==> config.mk <==
export PLATFORM = sky130hd
export DESIGN_NAME = sd_wb_byte_bridge_flat
export DESIGN_NICKNAME = d
export VERILOG_FILES = /design/src/rtl/sd_wb_byte_bridge_if.sv /design/src/rtl/sd_wb_byte_bridge.sv /design/src/flat_wrapper.sv
export SDC_FILE = /design/constraint.sdc
export NUM_CORES = 1
export LEC_CHECK = 0
export ABC_AREA = 1
export BUFFER_PORTS_ARGS = -buffer_cell sky130_fd_sc_hd__buf_2
export CAP_MARGIN = 20
export CORE_MARGIN = 2
export CORE_UTILIZATION = 55
export CTS_CLUSTER_SIZE = 8
export DETAILED_ROUTE_END_ITERATION = 6
export PLACE_DENSITY_LB_ADDON = 0.2
export SETUP_SLACK_MARGIN = 0.02
export SYNTH_ARGS = -nofsm -noshare
export SYNTH_HDL_FRONTEND = slang
export SYNTH_SLANG_ARGS = --single-unit
==> constraint.sdc <==
create_clock -name clk -period 3.9 [get_ports clk]
set_clock_uncertainty 0.05 [all_clocks]
set_input_delay 0.585 -clock clk [delete_from_list [all_inputs] [get_ports clk]]
set_output_delay 0.585 -clock clk [all_outputs]
set_load 0.05 [all_outputs]
==> src/rtl/sd_wb_byte_bridge_if.sv <==
// rtl/sd_wb_byte_bridge_if.sv - Wishbone word port and byte register-file port of the byte bridge
interface sd_wb_byte_bridge_if #(
    parameter int ADDR_W = 7
);
    logic              wb_cyc_i;
    logic              wb_stb_i;
    logic              wb_we_i;
    logic [ADDR_W-1:0] wb_adr_i;
    logic [3:0]        wb_sel_i;
    logic [31:0]       wb_dat_i;
    logic [31:0]       wb_dat_o;
    logic              wb_ack_o;
    logic              reg_we;
    logic [ADDR_W-1:0] reg_addr;
    logic [7:0]        reg_wdata;
    logic [7:0]        reg_rdata;

    modport slave (
        input  wb_cyc_i, wb_stb_i, wb_we_i, wb_adr_i, wb_sel_i, wb_dat_i, reg_rdata,
        output wb_dat_o, wb_ack_o, reg_we, reg_addr, reg_wdata
    );

    modport master (
        output wb_cyc_i, wb_stb_i, wb_we_i, wb_adr_i, wb_sel_i, wb_dat_i, reg_rdata,
        input  wb_dat_o, wb_ack_o, reg_we, reg_addr, reg_wdata
    );
endinterface

==> src/rtl/sd_wb_byte_bridge.sv <==
// rtl/sd_wb_byte_bridge.sv - Wishbone 32-bit slave split into descending single-byte register accesses
module sd_wb_byte_bridge #(
    parameter int ADDR_W     = 7,
    parameter bit SKIP_UNSEL = 1'b0
) (
    input  logic                clk,
    input  logic                rst,
    sd_wb_byte_bridge_if.slave  bus
);
    typedef enum logic [1:0] {IDLE, LANE, ACK} state_t;

    state_t            state;
    state_t            state_nxt;
    logic [ADDR_W-1:2] adr_l;
    logic              we_l;
    logic [3:0]        sel_l;
    logic [31:0]       dat_l;
    logic [1:0]        lane;
    logic [31:0]       dat_o_r;

    logic              start;
    logic [3:0]        lower_sel;
    logic              last_lane;
    logic [1:0]        nxt_lane;

    function automatic logic [1:0] hi_lane(input logic [3:0] s);
        logic [1:0] t;
        t = 2'd0;
        for (int i = 0; i < 4; i++) begin
            if (s[i]) t = 2'(i);
        end
        return t;
    endfunction

    assign start     = bus.wb_cyc_i & bus.wb_stb_i;
    assign lower_sel = sel_l & ((4'b0001 << lane) - 4'b0001);
    assign last_lane = (lane == 2'd0) || (SKIP_UNSEL && (lower_sel == 4'b0000));
    assign nxt_lane  = SKIP_UNSEL ? hi_lane(lower_sel) : lane - 2'd1;

    always_ff @(posedge clk) begin
        if (!rst) begin
            state <= IDLE;
        end else begin
            state <= state_nxt;
        end
    end

    always_comb begin
        state_nxt = state;
        case (state)
            IDLE: begin
                if (start) begin
                    state_nxt = (SKIP_UNSEL && (bus.wb_sel_i == 4'b0000)) ? ACK : LANE;
                end
            end
            LANE: begin
                // Dropping cyc mid-walk abandons the access without an ack.
                if (!bus.wb_cyc_i) begin
                    state_nxt = IDLE;
                end else if (last_lane) begin
                    state_nxt = ACK;
                end
            end
            ACK:     state_nxt = IDLE;
            default: state_nxt = IDLE;
        endcase
    end

    always_ff @(posedge clk) begin
        if (!rst) begin
            adr_l   <= '0;
            we_l    <= 1'b0;
            sel_l   <= 4'b0000;
            dat_l   <= 32'd0;
            lane    <= 2'd0;
            dat_o_r <= 32'd0;
        end else begin
            case (state)
                IDLE: begin
                    if (start) begin
                        adr_l <= bus.wb_adr_i[ADDR_W-1:2];
                        we_l  <= bus.wb_we_i;
                        sel_l <= bus.wb_sel_i;
                        dat_l <= bus.wb_dat_i;
                        lane  <= SKIP_UNSEL ? hi_lane(bus.wb_sel_i) : 2'd3;
                        if (!bus.wb_we_i) dat_o_r <= 32'd0;
                    end
                end
                LANE: begin
                    if (!we_l && sel_l[lane]) dat_o_r[{lane, 3'b000} +: 8] <= bus.reg_rdata;
                    if (!last_lane) lane <= nxt_lane;
                end
                default: ;
            endcase
        end
    end

    // reg_addr/reg_wdata follow the latches, so they hold their last value outside LANE.
    always_comb begin
        bus.reg_we    = (state == LANE) & we_l & sel_l[lane];
        bus.reg_addr  = {adr_l, lane};
        bus.reg_wdata = dat_l[{lane, 3'b000} +: 8];
        bus.wb_ack_o  = (state == ACK);
        bus.wb_dat_o  = dat_o_r;
    end
endmodule

==> src/flat_wrapper.sv <==
// flat-port wrapper written by rule: the top's interface ports become plain ports
module sd_wb_byte_bridge_flat 
#(
    parameter int ADDR_W     = 7,
    parameter bit SKIP_UNSEL = 1'b0
)
  (clk, rst, bus_wb_cyc_i, bus_wb_stb_i, bus_wb_we_i, bus_wb_adr_i, bus_wb_sel_i, bus_wb_dat_i, bus_reg_rdata, bus_wb_dat_o, bus_wb_ack_o, bus_reg_we, bus_reg_addr, bus_reg_wdata);
  sd_wb_byte_bridge_if #(.ADDR_W(ADDR_W)) bus_i ();
  input  logic clk;
  input  logic rst;
  input wire logic [$bits(bus_i.wb_cyc_i)-1:0] bus_wb_cyc_i;
  input wire logic [$bits(bus_i.wb_stb_i)-1:0] bus_wb_stb_i;
  input wire logic [$bits(bus_i.wb_we_i)-1:0] bus_wb_we_i;
  input wire logic [$bits(bus_i.wb_adr_i)-1:0] bus_wb_adr_i;
  input wire logic [$bits(bus_i.wb_sel_i)-1:0] bus_wb_sel_i;
  input wire logic [$bits(bus_i.wb_dat_i)-1:0] bus_wb_dat_i;
  input wire logic [$bits(bus_i.reg_rdata)-1:0] bus_reg_rdata;
  output wire logic [$bits(bus_i.wb_dat_o)-1:0] bus_wb_dat_o;
  output wire logic [$bits(bus_i.wb_ack_o)-1:0] bus_wb_ack_o;
  output wire logic [$bits(bus_i.reg_we)-1:0] bus_reg_we;
  output wire logic [$bits(bus_i.reg_addr)-1:0] bus_reg_addr;
  output wire logic [$bits(bus_i.reg_wdata)-1:0] bus_reg_wdata;
  assign bus_i.wb_cyc_i = bus_wb_cyc_i;
  assign bus_i.wb_stb_i = bus_wb_stb_i;
  assign bus_i.wb_we_i = bus_wb_we_i;
  assign bus_i.wb_adr_i = bus_wb_adr_i;
  assign bus_i.wb_sel_i = bus_wb_sel_i;
  assign bus_i.wb_dat_i = bus_wb_dat_i;
  assign bus_i.reg_rdata = bus_reg_rdata;
  assign bus_wb_dat_o = bus_i.wb_dat_o;
  assign bus_wb_ack_o = bus_i.wb_ack_o;
  assign bus_reg_we = bus_i.reg_we;
  assign bus_reg_addr = bus_i.reg_addr;
  assign bus_reg_wdata = bus_i.reg_wdata;
  sd_wb_byte_bridge #(.ADDR_W(ADDR_W), .SKIP_UNSEL(SKIP_UNSEL)) u_core (.clk(clk), .rst(rst), .bus(bus_i));
endmodule
==> qor.txt <==
Outcome = completed
Clock latency on the worst-skew pair = 0.35 ns
Final wirelength = 8010 um
LEAKAGE = 1.91 nW
DIE AREA = 6970 um^2
Clk slew on worst S/H paths = 0.08 ns
Seq cells post-synth = 78
Req. time, crit path = 3.26 ns
CTS resizes = 0
Pre-CTS WS = 1.58 ns
Num CTS Buffers = 9
Reg2reg start = u_core.lane[1]
Top cells by area, synth = dfxtp_1 (45%), nor2_1 (14%), o21ai_0 (8.6%)
Synthesized cell area = 3480 um^2
CTS root buf = clkbuf_8
Met3 usage = 6.03%
Final Net Count = 630
Hold Fails Final Rpt = 0
CTS tree = yes
Routability congestion estimate = 0.832
Area of the multi-input gates = 1650 um^2
Seq pwr share = 48.6%
DRT antenna net count = 0
Worst-path fanout max = 14
Top-area cell type share of the netlist area = 44.9%
Final setup margin = 1.36 ns
Grt met2 use = 40.9%
CTS Buffer Depth = 2
RSZ-0062 raised after global routing = false
Total global routing overflow = 0
Final setup vio count = 0
FILL cells = 560
Maxcap violations = 0
NetSw = 0.559 mW
Diodes inserted = 0
Grt peak-use layer = met2
Slew HR = 53.6%
Critical Path Sink Type = primary output
Net Sw Frac = 31.4%
Hold crit path type = flop to flop
Slew @ Worst Pin = 0.695 ns
Fin util = 68.5%
Clock share of power = 31.8%
Vias per cell = 5.17
Max Freq = 394 MHz
Post-CTS Setup Bufs = 0
Drt drc = 0
Max-slew violation count = 0
Cell taking the most area after synthesis = dfxtp_1
Post-Synthesis Cells = 481
Yosys warns = 0
Synth-to-layout area growth = 18.8%
Global-route wire length before repair = 13400 um
Worst R2R End = u_core.bus.wb_dat_o[7]
Tot Pwr = 1.78 mW
Starting DRT DRC Count = 107
Largest net degree at the start of global routing = 45
Vias in the first global route = 3045
Unique masters post-synth = 29
Drt pass-1 iters = 4
Initial cell density of the core = 57.7%
Register area = 1560 um^2
Met1 Use GR = 28.5%
Hold Path Cell Cnt = 2
Cts-stage hold buffer count = 0
Critical path class = flop to primary output
Sequential share of the synthesized area = 44.9%
Clock sinks = 78
GRT Total Usage = 23.4%
Htree depth = 3
Crit path time final = 2.54 ns
Int Pwr = 1.22 mW
R2R Setup Slk = 1.69 ns
Wire per inst = 12.3 um
Hold Path End = u_core.bus.wb_dat_o[1]
Critical path launch point type = flop
Routed vias = 3353
Logic pwr share = 19.6%
Area of the core = 6030 um^2
Period utilization = 65.0%
Die height = 83.5 um
Net Count, Synth = 542
DP HPWL = 5560 um
Power density over cell area = 431 nW/um^2
Cells on worst reg2reg path = 5
PortBufs = 102
WP data arrival = 1.90 ns
Initial antenna violation count = 0
Row cnt = 28
Worst Min Path Start = u_core.bus.wb_dat_o[1]
Fraction of layout cells with a size suffix above 1 = 24.0%
Width of the die = 83.5 um
IO Count = 105
Worst vdd ir = 368 uV
Synth Area per Inst = 7.23 um^2
Setup TNS = 0 ns
WHS = 0.411 ns
[cell families after synthesis]
| logic type | share of synthesized area [%] |
|---|---|
| compound gates | 14.6 |
| fa+ha+maj | 1.80 |
| flops | 44.9 |
| simple gates | 31.0 |
| buf+inv | 7.67 |
[cell type report]
| class | count | area share, % |
|---|---|---|
| clock buffer | 13 | 4.09 |
| clock inverter | 3 | 0.424 |
| inverter | 28 | 2.58 |
| multi-input combinational | 347 | 39.9 |
| sequential | 78 | 37.8 |
| tap | 75 | 2.27 |
| timing repair buffer | 105 | 12.9 |
[cells in the mapped netlist]
| cell | instances |
|---|---|
| a21oi_1 | 30 |
| a31oi_1 | 1 |
| buf_1 | 1 |
| buf_2 | 7 |
| buf_4 | 2 |
| buf_6 | 5 |
| clkbuf_1 | 12 |
| clkbuf_2 | 1 |
| clkinv_1 | 1 |
| clkinv_2 | 1 |
| dfxtp_1 | 78 |
| ha_1 | 5 |
| inv_1 | 23 |
| inv_2 | 3 |
| nand2_1 | 52 |
| nand2_2 | 3 |
| nand2_4 | 3 |
| nand2_8 | 1 |
| nand3_1 | 41 |
| nand3_2 | 2 |
| nand3_4 | 1 |
| nor2_1 | 127 |
| nor2_2 | 2 |
| nor2_4 | 1 |
| nor3_1 | 8 |
| nor4_4 | 1 |
| o21ai_0 | 60 |
| o22ai_1 | 8 |
| or2_0 | 1 |
[power groups by stage]
stage	combinational, mW	sequential (mW)	clock (mW)
after floorplan	0.209	0.938	0
after global placement	0.345	0.881	0
after detailed placement	0.349	0.883	0
after CTS	0.350	0.865	0.571
after global routing	0.383	0.871	0.616
final	0.349	0.864	0.565
[metrics by stage]
step | instance area, um^2 | instances
floorplan | 3480 | 481
global placement | 3940 | 633
detailed placement | 3940 | 633
CTS | 4130 | 649
global route | 4130 | 649
finish | 4130 | 649
[critical path, stage by stage, from the launching register on]
cell	delay, ns
dfxtp_1	0.67
inv_2	0.23
nand3_1	0.21
nand3_1	0.09
nor2_1	0.08
buf_2	0.27
[metal layers]
layer	share of wire, %	vias to the layer above	wire [um]
met5	0	-	0
met4	1.0	0	84
met3	5.3	9	426
met2	50	93	3980
met1	44	1517	3520
li1	-	1734	-
[worst max path at each step]
stage                     cells after the start      startpoint                      end  slack [ns]
after global routing                          5  u_core.lane[1]               bus_reg_we        1.20
after CTS                                     5  u_core.lane[1]               bus_reg_we        1.33
after detailed placement                      8    bus_wb_cyc_i   u_core.bus.wb_dat_o[6]        1.58
after floorplan                               4  u_core.lane[0]         bus_reg_wdata[7]        1.22
after global placement                        9    bus_wb_cyc_i  u_core.bus.wb_dat_o[13]        1.61
final                                         5  u_core.lane[1]               bus_reg_we        1.36
[flip-flops by register name (all words and copies together) (netlist names)]
name and cells:
u_core.dat_l 32, u_core.bus.wb_dat_o 32, u_core.state 2, u_core.adr_l 5, u_core.we_l 1, u_core.sel_l 4, u_core.lane 2
[cells in the final DEF (no fill, tap or decap), drive strengths merged, types with 4 or more instances in the layout]
master    n
a21oi    30
buf     105
clkbuf   13
clkinv    4
dfxtp    78
ha        5
inv      26
nand2    59
nand3    44
nor2    130
nor3      8
o21ai    60
o22ai     8
Note: power is estimated with default switching activity, not from simulation.
